[src/rtl/if_pkg.sv]
// Shared constants and the fetch bundle type for the instruction-fetch stage.
package if_pkg;

    localparam int unsigned IF_PC_W     = 32;
    localparam logic [31:0] IF_RESET_PC = 32'h0000_0000;
    localparam int unsigned IF_PC_STEP  = 2;

    typedef struct packed {
        logic [IF_PC_W-1:0] pc;
        logic [31:0]        ir;
    } fetch_bundle_t;

    typedef enum logic [1:0] {
        BUF_EMPTY = 2'd0,
        BUF_ONE   = 2'd1,
        BUF_FULL  = 2'd2
    } buf_state_t;

endpackage

[src/rtl/if_fifo2.sv]
// Two-entry registered FIFO of fetch bundles; head is always a register.
import if_pkg::*;

module if_fifo2 (
    input  logic          clk,
    input  logic          reset,
    input  logic          push,
    input  logic          pop,
    input  logic          flush,
    input  fetch_bundle_t din,
    output fetch_bundle_t head,
    output logic [1:0]    count
);

    buf_state_t    state;
    fetch_bundle_t tail;

    assign count = state;

    // The caller never pops when empty nor pushes when full without popping.
    always_ff @(posedge clk) begin
        if (reset) begin
            state <= BUF_EMPTY;
            head  <= '0;
            tail  <= '0;
        end else if (flush) begin
            state <= BUF_EMPTY;
        end else begin
            unique case ({push, pop})
                2'b10: begin
                    if (state == BUF_EMPTY) begin
                        head  <= din;
                        state <= BUF_ONE;
                    end else begin
                        tail  <= din;
                        state <= BUF_FULL;
                    end
                end
                2'b01: begin
                    head  <= tail;
                    state <= (state == BUF_FULL) ? BUF_ONE : BUF_EMPTY;
                end
                2'b11: begin
                    if (state == BUF_FULL) begin
                        head <= tail;
                        tail <= din;
                    end else begin
                        head <= din;
                    end
                end
                default: ;
            endcase
        end
    end

endmodule

[src/rtl/if_fetch_stage.sv]
// Instruction-fetch stage: PC register, redirect/halt control and a 2-deep bundle buffer.
// Optional perf counters are enabled by defining IF_FETCH_PERF_EN.
import if_pkg::*;

module if_fetch_stage #(
    parameter int unsigned     PC_W     = IF_PC_W,
    parameter int unsigned     PC_STEP  = IF_PC_STEP,
    parameter logic [PC_W-1:0] RESET_PC = PC_W'(IF_RESET_PC)
) (
    input  logic            clk,
    input  logic            reset,
    input  logic            halt,
    input  logic            redirect_valid,
    input  logic [PC_W-1:0] redirect_pc,
    output logic [PC_W-1:0] pc,
    input  logic [31:0]     ir,
    output logic            out_valid,
    input  logic            out_ready,
    output logic [PC_W-1:0] out_pc,
    output logic [31:0]     out_ir
`ifdef IF_FETCH_PERF_EN
    ,
    output logic [31:0]     perf_fetched,
    output logic [31:0]     perf_flushed
`endif
);

    logic          fetch;
    logic          pop;
    logic [1:0]    count;
    fetch_bundle_t din;
    fetch_bundle_t head;

    assign pop   = out_valid && out_ready;
    assign fetch = !halt && !redirect_valid && (count < 2'd2 || pop);

    assign din.pc = IF_PC_W'(pc);
    assign din.ir = ir;

    assign out_valid = (count != 2'd0);
    assign out_pc    = head.pc[PC_W-1:0];
    assign out_ir    = head.ir;

    // Redirect beats halt; the bundle on ir during a redirect is dropped.
    always_ff @(posedge clk) begin
        if (reset) begin
            pc <= RESET_PC;
        end else if (redirect_valid) begin
            pc <= {redirect_pc[PC_W-1:1], 1'b0};
        end else if (fetch) begin
            pc <= pc + PC_W'(PC_STEP);
        end
    end

    if_fifo2 u_fifo (
        .clk   (clk),
        .reset (reset),
        .push  (fetch),
        .pop   (pop),
        .flush (redirect_valid),
        .din   (din),
        .head  (head),
        .count (count)
    );

`ifdef IF_FETCH_PERF_EN
    // A redirect discards everything currently held, including a head being popped.
    always_ff @(posedge clk) begin
        if (reset) begin
            perf_fetched <= '0;
            perf_flushed <= '0;
        end else begin
            if (fetch) begin
                perf_fetched <= perf_fetched + 32'd1;
            end
            if (redirect_valid) begin
                perf_flushed <= perf_flushed + 32'(count);
            end
        end
    end
`endif

endmodule
[config.mk]
export PLATFORM = sky130hd
export DESIGN_NAME = if_fetch_stage
export DESIGN_NICKNAME = d
export VERILOG_FILES = /design/src/rtl/if_pkg.sv /design/src/rtl/if_fifo2.sv /design/src/rtl/if_fetch_stage.sv
export SDC_FILE = /design/constraint.sdc
export NUM_CORES = 1
export LEC_CHECK = 0
export CORE_MARGIN = 1
export CORE_UTILIZATION = 45
export CTS_CLUSTER_DIAMETER = 120
export DETAILED_ROUTE_END_ITERATION = 10
export PLACE_DENSITY = 0.74
export SLEW_MARGIN = 20
export SYNTH_ARGS = -nofsm -noshare
export SYNTH_HDL_FRONTEND = slang
export SYNTH_SLANG_ARGS = --single-unit
export TNS_END_PERCENT = 100
[constraint.sdc]
create_clock -name clk -period 6.8 [get_ports clk]
set_clock_uncertainty 0.15 [all_clocks]
set_input_delay 1.36 -clock clk [delete_from_list [all_inputs] [get_ports clk]]
set_output_delay 1.36 -clock clk [all_outputs]
set_load 0.01 [all_outputs]
==> impl_metrics.toml, run 1 <==
[run_status]
status = "complete, no violations"

[logic_synthesis]
synth_edf_count = 0
synthTopCellsByArea = "dfxtp_1, a211oi_1, nand2_1"
netlist_instances = 804
synth_top_area_share_pct = 47.41
ys_ff_latch = 159
synth_largest_area_cell = "dfxtp_1"
synth_cell_types = 49
synth_warnings = 0
synth_area_um2 = 6714
async_flop_share_pct = 0
yosysSeqAreaShare_pct = 47.41
syn_area_per_cell_um2 = 8.351
ys_dominant_reg_cell = "dfxtp_1"

[floorplanning]
start_util_pct = 46.19
core_region_area_um2 = 14530
num_rows = 44
die_y_um = 124.1
die_x_um = 124.1
dieArea_um2 = 15410
io-pin-count = 166

[worst_setup_path]
worstPathRequired_ns = 6.97
cp-end-kind = "flop"
crit_slowest_cell = "a211oi_4"
crit_path_cell_trace = "clkdlybuf4s50_1 > nor2b_1 > nor2_1 > nand2_1 > inv_1 > ha_1 > a211oi_4 > buf_12 > nor2_1 > a211oi_1"
startpoint_type = "input port"
rrSetupSlack_ns = 3.29
ff2ff_path_depth = 9
worst-path-max-fanout = 110
cp.arrival_ns = 4.71
worstReg2RegStart = "u_fifo.count[1]"
critical_path_class = "in -> reg"
slowest_delay_ns = 0.71
path_common_cell = "nor2_1"
r2r_end = "u_fifo.head[2]"

[clock_tree]
cts_root_buffer = "clkbuf_16"
cts_resized = 0
cts_setup_buffers = 0
holdBufCountCts = 0
clkLatencyLatePin_ns = 0.42
ctsLongestPathBuffers = 2
htree_levels = 4
cts_sinks = 159
cts_tree = "done"
clkTransAtPathRegs_ns = 0.06
numCtsBuffers = 17

[detailed_routing]
drc = 0
drt-pass1-iter-count = 6
top_layer = "met4"
dr.first_iter.drc_count = 475
met3_length_um = 800
met1_length_um = 7781
ant_nets = 0
drt-total-wl_um = 17670
route.met2.wl_um = 8615
detailroute.via_count = 6166
route.detailed.wl_per_inst_um = 15.72
via_per_inst = 5.486

[global_routing]
grt_pass1_vias = 5449
antenna_found_initial = 0
gr-usage-all-layers_pct = 23.32
grt_max_degree = 111
grt_overflow = 0
grt_pass1_wl_um = 27790

[min_path]
hold_depth = 2
hold_path_class = "reg -> reg"
hold_end = "u_fifo.tail[36]"
hold_path_startpoint = "u_fifo.tail[36]"

[pwr]
powerDensity_nw_per_um2 = 246.4
leakage_nw = 3.018
vdd_drop_max_mv = 0.1916

[placed_design]
place.gp.congestion = 0.7848
dp_hpwl_um = 11520
pre_cts_slack_ns = 1.849
place_inst = 1093
io_buffers = 162

[sta]
slew_headroom_pct = 34.69
setup_viol = 0
finalWorstSetupSlack_ns = 2.263
finalCriticalPeriod_ns = 4.537
setup_tns_ns = 0
tightest_slew_ns = 0.9797
slew_violations = 0
rsz0062_at_grt = "false"
final_hold_viol_count = 0
max_freq_ghz = 0.2204
finalCritPeriodShare_pct = 66.72

[final_layout]
final_util_pct = 61.73
area_growth_pct = 33.64
layoutNonFillerInstCount = 1124
nets = 1002
layout-drive-gt1-share_pct = 5.851
n_antenna_cell = 0

[job]
cap_violations = 0
==> power breakdown <==
part / total (mW) / switching [mW] / internal [mW]
logic: 0.260 / 0.118 / 0.141
registers: 1.01 / 0.0389 / 0.970
clock network: 0.943 / 0.371 / 0.572
total: 2.21 / 0.528 / 1.68
==> area by class of cell <==
class / instances / area [µm²]
Inverter: 7 / 26.28
Clock inverter: 12 / 143.9
Fill cell: 1283 / 5562
Sequential cell: 159 / 3183
Clock buffer: 19 / 432.9
Tap cell: 184 / 230.2
Timing Repair Buffer: 172 / 1707
Multi-Input combinational cell: 571 / 3249
==> cell usage after synthesis, types with 5 or more instances <==
| library cell | n |
|---|---|
| nand3_1 | 12 |
| and2_1 | 5 |
| a22oi_1 | 63 |
| nand2_1 | 149 |
| nor2_1 | 97 |
| nand4_1 | 10 |
| xor2_1 | 21 |
| a21oi_1 | 71 |
| inv_1 | 6 |
| dfxtp_1 | 159 |
| buf_2 | 12 |
| xnor2_1 | 7 |
| ha_1 | 5 |
| a211oi_1 | 85 |
| clkbuf_1 | 53 |
==> worst max-delay path, delay by kind of cell <==
| family | cells | cell delay [ns] |
|---|---|---|
| adders and majority gates | 1 | 0.23 |
| and+or+nand+nor | 4 | 1.12 |
| AOI/OAI and AO/OA | 2 | 0.94 |
| buffers and inverters | 3 | 0.97 |
==> state kept, by name, indices dropped and copies added (netlist names) <==
| signal | count |
|---|---|
| u_fifo.tail | 63 |
| u_fifo.count | 2 |
| pc | 31 |
| u_fifo.head | 63 |
==> how the worst max path moves through the flow <==
stage	startpoint	end	cells past startpoint
finish	out_ready	u_fifo.head[2]	10
detailed placement	out_ready	u_fifo.head[2]	10
floorplan	redirect_valid	u_fifo.head[30]	9
global route	out_ready	u_fifo.head[27]	10
global placement	out_ready	u_fifo.head[0]	10
CTS	out_ready	u_fifo.head[2]	10
==> cell families (layout without fill, tap and decap cells) <==
| group | Yosys count | in the layout | synth area share, % |
|---|---|---|---|
| simple gates | 303 | 303 | 20.07 |
| other cells | 1 | 2 | 0.05585 |
| fa+ha+maj | 5 | 5 | 0.9318 |
| buf+inv | 75 | 210 | 4.528 |
| xor+xnor | 28 | 28 | 3.653 |
| flops | 159 | 159 | 47.41 |
| compound gates | 233 | 233 | 23.35 |
==> metal layers <==
layer / vias up / GRT usage [%]
met2: 163 / 37.43
met4: 0 / 9.821
li1: 3089 / -
met3: 33 / 4.853
met1: 2881 / 30.25
met5: - / 0
==> layout by cell type, fill, tap and decap left out, types with 12 or more instances in the layout <==
cell and count:
clkdlybuf4s50_1 161, dfxtp_1 159, nand2_1 147, nor2_1 97, a211oi_1 85, a21oi_1 71, a22oi_1 63, xor2_1 21
clkbuf_16 17, nand3_1 12
==> through the flow <==
step	hold slack (ns)	cell area (µm²)	power, mW
CTS	0.3040	8972	2.232
floorplan	0.2860	6718	1.146
finish	0.3026	8972	2.211
detailed placement	0.2960	8396	1.289
global route	0.3186	8972	2.297
global placement	0.2908	8396	1.285
(Power assumes the default switching activity.)
==> inputs of run 2 (changes only) <==
PLACE_DENSITY = 0.77   (was 0.74)
clock period = 4.1 ns   (was 6.8 ns; I/O delays follow)
==> run 2 against run 1 <==
  * Hold slack gained 0.00070 ns
  * Total power grew 67%
  * Cell count grew 0.36%
  * Design area grew 0.95%
  * Setup slack lost 1.3 ns
  * Global-route usage grew 0.12 points
  * Core utilization grew 0.59 points
==> impl_metrics.toml, run 2 (synthesis gave the netlist of run 1 again) <==
[run_status]
status = "complete, no violations"

[worst_setup_path]
path_depth = 10
slowest_delay_ns = 0.57
crit_family = "buffers and inverters"
worst-path-max-fanout = 36
startpoint_type = "input port"
ff2ff_path_depth = 9
crit_slowest_cell = "nor2_4"
cp.arrival_ns = 3.33
crit_path_cell_trace = "clkdlybuf4s50_1 > nor2_1 > nand2_1 > inv_1 > ha_1 > a21oi_1 > nor2_4 > buf_12 > a22oi_1 > a211oi_1"
rrSetupSlack_ns = 1.30
r2r_end = "u_fifo.head[63]"
critical_path_class = "in -> reg"
worstPathRequired_ns = 4.28
worstReg2RegStart = "u_fifo.count[0]"
critPathBufInv = 3
cp-end-kind = "flop"

[min_path]
hold_end = "u_fifo.tail[47]"
hold_depth = 2
hold_path_class = "reg -> reg"
hold_path_startpoint = "u_fifo.tail[47]"

[sta]
max_freq_ghz = 0.3166
setup_tns_ns = 0
tightest_slew_ns = 0.9467
finalWorstSetupSlack_ns = 0.9416
finalCritPeriodShare_pct = 77.04
slew_violations = 0
slew_headroom_pct = 36.88
rsz0062_at_grt = "false"
finalCriticalPeriod_ns = 3.158
setup_viol = 0
final_hold_viol_count = 0

[clock_tree]
clkLatencyLatePin_ns = 0.43
cts_root_buffer = "clkbuf_16"
cts_setup_buffers = 0
numCtsBuffers = 17
ctsLongestPathBuffers = 2
holdBufCountCts = 0
cts_resized = 0
cts_tree = "done"
htree_levels = 4
cts_sinks = 159
clkTransAtPathRegs_ns = 0.06

[global_routing]
grt_overflow = 0
grt_max_degree = 97
grt_pass1_vias = 5546
gr-usage-all-layers_pct = 23.44
antenna_found_initial = 0
grt_pass1_wl_um = 27810

[detailed_routing]
dr.first_iter.drc_count = 447
via_per_inst = 5.500
detailroute.via_count = 6204
drt-total-wl_um = 17650
route.detailed.wl_per_inst_um = 15.65
drc = 0
ant_nets = 0
drt-pass1-iter-count = 5

[final_layout]
mostFrequentLayoutCells = "clkdlybuf4s50_1, dfxtp_1, nand2_1, nor2_1, a211oi_1"
n_fill_cell = 1270
final_common_cell = "clkdlybuf4s50_1"
fin_area_um2 = 9057
final_util_pct = 62.32
layout-drive-gt1-share_pct = 6.250
nets = 1007
n_antenna_cell = 0
reg_top3 = "u_fifo.head: 63 flops, u_fifo.tail: 63 flops, pc: 31 flops"
area_growth_pct = 34.91

[placed_design]
dp_hpwl_um = 11440
io_buffers = 162
pre_cts_slack_ns = 0.5524
post_dp_cell_area_um2 = 8471
place.gp.congestion = 0.7667

[pwr]
powerDensity_nw_per_um2 = 408.2
leakage_nw = 3.049
vdd_drop_max_mv = 0.2730
finalPower_mw = 3.697

[floorplanning]
num_rows = 44
dieArea_um2 = 15410
start_util_pct = 46.19
die_y_um = 124.1
die_x_um = 124.1
io-pin-count = 166
core_region_area_um2 = 14530

[job]
cap_violations = 0
==> run 2: cell types whose count changed in the layout (fill, tap and decap cells not counted), sizes merged <==
cell / change
inv: -1
clkinv: -2
clkbuf: +1
clkinvlp: +1
buf: +5
==> run 2: area by class of cell <==
cell class	instances	area, µm²	area share (%)
clock buffers	20	446.7	4.932
clock inverters	10	140.1	1.547
flip-flops and latches	159	3183	35.14
inverters	7	26.28	0.2901
well taps	184	230.2	2.542
repair buffers	177	1782	19.67
multi-input cells	571	3249	35.88
==> run 2: worst max-delay path by stage <==
stage / start / slack, ns / endpoint
finish: halt / 0.94 / u_fifo.head[63]
detailed placement: halt / 0.55 / u_fifo.head[42]
global route: halt / 0.76 / u_fifo.head[43]
CTS: halt / 0.96 / u_fifo.head[63]
global placement: halt / 0.62 / u_fifo.head[48]
floorplan: redirect_valid / 1.14 / u_fifo.head[30]
==> run 2: power by group <==
group          leakage (nW)  switching [mW]  total (mW)  internal, mW
clock network         0.278           0.624        1.59         0.966
logic                  1.47           0.197       0.435         0.238
registers              1.30          0.0639        1.67          1.61
total                  3.05           0.886        3.70          2.81
==> run 2: worst reg2reg max path, stage by stage, from the launching register on <==
cell	delay, ns
dfxtp_1	0.42
or2_1	0.25
nand2_1	0.19
inv_1	0.12
ha_1	0.19
a21oi_1	0.11
nor2_4	0.57
buf_12	0.30
a22oi_1	0.11
a211oi_1	0.29
==> run 2: layer usage <==
metal / GRT usage, % / share of wire (%) / vias up
met3: 6.777 / 6.5 / 28
met1: 29.90 / 43 / 2880
met4: 8.780 / 2.0 / 0
met5: 0 / 0 / -
met2: 37.33 / 48 / 189
li1: - / - / 3107
==> run 2: per-stage QoR <==
| stage | instances | hold WS (ns) |
|---|---|---|
| 2_1_floorplan | 805 | 0.2860 |
| 3_3_place_gp | 1098 | 0.2909 |
| 3_5_place_dp | 1098 | 0.2960 |
| 4_1_cts | 1128 | 0.3044 |
| 5_1_grt | 1128 | 0.3162 |
| 6_report | 1128 | 0.3033 |
==> inputs of run 3 (changes only) <==
clock period = 2.7 ns   (was 4.1 ns; I/O delays follow)
==> run 3 against run 2 <==
  * Die area unchanged
  * Global-route usage grew 0.86 points
  * Hold slack worse by 0.00093 ns
  * Critical path depth is 2 higher
  * First-iteration DRC count fell by 16%
  * Sequential share of layout area shrank 1.7 points
==> impl_metrics.toml, run 3 (synthesis gave the netlist of run 1 again) <==
[sta]
tightest_slew_ns = 0.7555
slew_headroom_pct = 49.64
finalCriticalPeriod_ns = 2.505
max_freq_ghz = 0.3991
finalCritPeriodShare_pct = 92.79
final_hold_viol_count = 0
setup_viol = 0
slew_violations = 0
finalWorstSetupSlack_ns = 0.1947
fin_hold_ws_ns = 0.3024
rsz0062_at_grt = "false"

[final_layout]
mostFrequentLayoutCells = "clkdlybuf4s50_1, dfxtp_1, nand2_1, nor2_1, a211oi_1"
nets = 1041
layout-drive-gt1-share_pct = 9.519
multi_input_area_um2 = 3249
regArea_um2 = 3183
n_fill_cell = 1241
n_antenna_cell = 0
area_growth_pct = 41.78
final_common_cell = "clkdlybuf4s50_1"
reg_top3 = "u_fifo.head: 63 flops, u_fifo.tail: 63 flops, pc: 31 flops"

[placed_design]
pre_cts_slack_ns = -0.2035
place.gp.congestion = 0.8157
dp_hpwl_um = 12280
io_buffers = 162

[worst_setup_path]
worst-path-max-fanout = 27
worstPathRequired_ns = 2.88
worstReg2RegStart = "u_fifo.count[1]"
r2r_end = "u_fifo.head[40]"
ff2ff_path_depth = 11
cp-end-kind = "flop"
critical_path_class = "in -> reg"
rrSetupSlack_ns = 0.32
cp-endpoint = "u_fifo.head[40]"
cp.arrival_ns = 2.68
crit_path_start = "out_ready"
startpoint_type = "input port"

[floorplanning]
io-pin-count = 166
dieArea_um2 = 15410
start_util_pct = 46.19
die_y_um = 124.1
num_rows = 44
core_region_area_um2 = 14530
die_x_um = 124.1

[global_routing]
grt_pass1_vias = 5677
grt_max_degree = 73
gr-usage-all-layers_pct = 24.30
grt_pass1_wl_um = 28660
grt_overflow = 0
antenna_found_initial = 0

[clock_tree]
clkLatencyLatePin_ns = 0.43
cts_setup_buffers = 0
htree_levels = 4
clkTransAtPathRegs_ns = 0.06
holdBufCountCts = 0
cts_resized = 0
numCtsBuffers = 17
cts_tree = "done"
ctsLongestPathBuffers = 2
cts_root_buffer = "clkbuf_16"
cts_sinks = 159

[detailed_routing]
detailroute.via_count = 6328
drc = 0
drt-pass1-iter-count = 5
ant_nets = 0
via_per_inst = 5.450
route.detailed.wl_per_inst_um = 15.78
dr.first_iter.drc_count = 375
drt-total-wl_um = 18320

[pwr]
vdd_drop_max_mv = 0.4194
powerDensity_nw_per_um2 = 630.6
leakage_nw = 3.308
finalPower_mw = 6.003

[job]
cap_violations = 0

[min_path]
hold_path_class = "reg -> reg"

[run_status]
status = "complete, no violations"
run 3: power by group:
group | switching, mW | internal [mW] | total, mW
Combinational | 0.315 | 0.392 | 0.707
Sequential | 0.0940 | 2.44 | 2.54
Clock | 0.948 | 1.81 | 2.76
Total | 1.36 | 4.65 | 6.00
run 3: layout make-up:
class	instances	area share, %
Multi-Input combinational cell	571	34.14
Sequential cell	159	33.44
Inverter	7	0.2760
Timing Repair Buffer	211	22.71
Clock inverter	11	2.511
Tap cell	184	2.419
Clock buffer	18	4.508
run 3: worst max-delay path, cell delays in order:
cell and delay, ns:
clkdlybuf4s50_1 0.42, nor2b_1 0.17, nor2_1 0.08, nand2_1 0.10, inv_1 0.07, buf_4 0.13, ha_1 0.21, a211oi_4 0.29
buf_12 0.19, buf_12 0.16, nor2_1 0.05, a211oi_1 0.26
run 3: per-layer routing:
| metal | part of all wire [%] | GRT usage [%] |
|---|---|---|
| met1 | 43 | 30.19 |
| met2 | 48 | 39.26 |
| met3 | 5.9 | 6.639 |
| met4 | 2.8 | 10.57 |
| met5 | 0 | 0 |
run 3: how the worst min path moves through the flow:
stage	start	endpoint	slack, ns	cells after the start
6_report	u_fifo.tail[0]	u_fifo.tail[0]	0.30	2
5_1_grt	u_fifo.tail[62]	u_fifo.tail[62]	0.32	2
4_1_cts	u_fifo.tail[15]	u_fifo.tail[15]	0.30	2
3_5_place_dp	u_fifo.tail[54]	u_fifo.tail[54]	0.30	2
3_3_place_gp	u_fifo.tail[31]	u_fifo.tail[31]	0.29	2
2_1_floorplan	u_fifo.tail[0]	u_fifo.tail[0]	0.29	2
run 3: metrics by stage:
step | util, % | setup TNS, ns | cells | instance area, µm²
after floorplan | - | 0 | 805 | 6718
after global placement | 60.90 | -13.16 | 1132 | 8851
after detailed placement | 60.90 | -17.55 | 1132 | 8851
after CTS | 65.50 | 0 | 1161 | 9519
after global routing | 65.50 | 0 | 1161 | 9519
final | 65.50 | 0 | 1161 | 9519
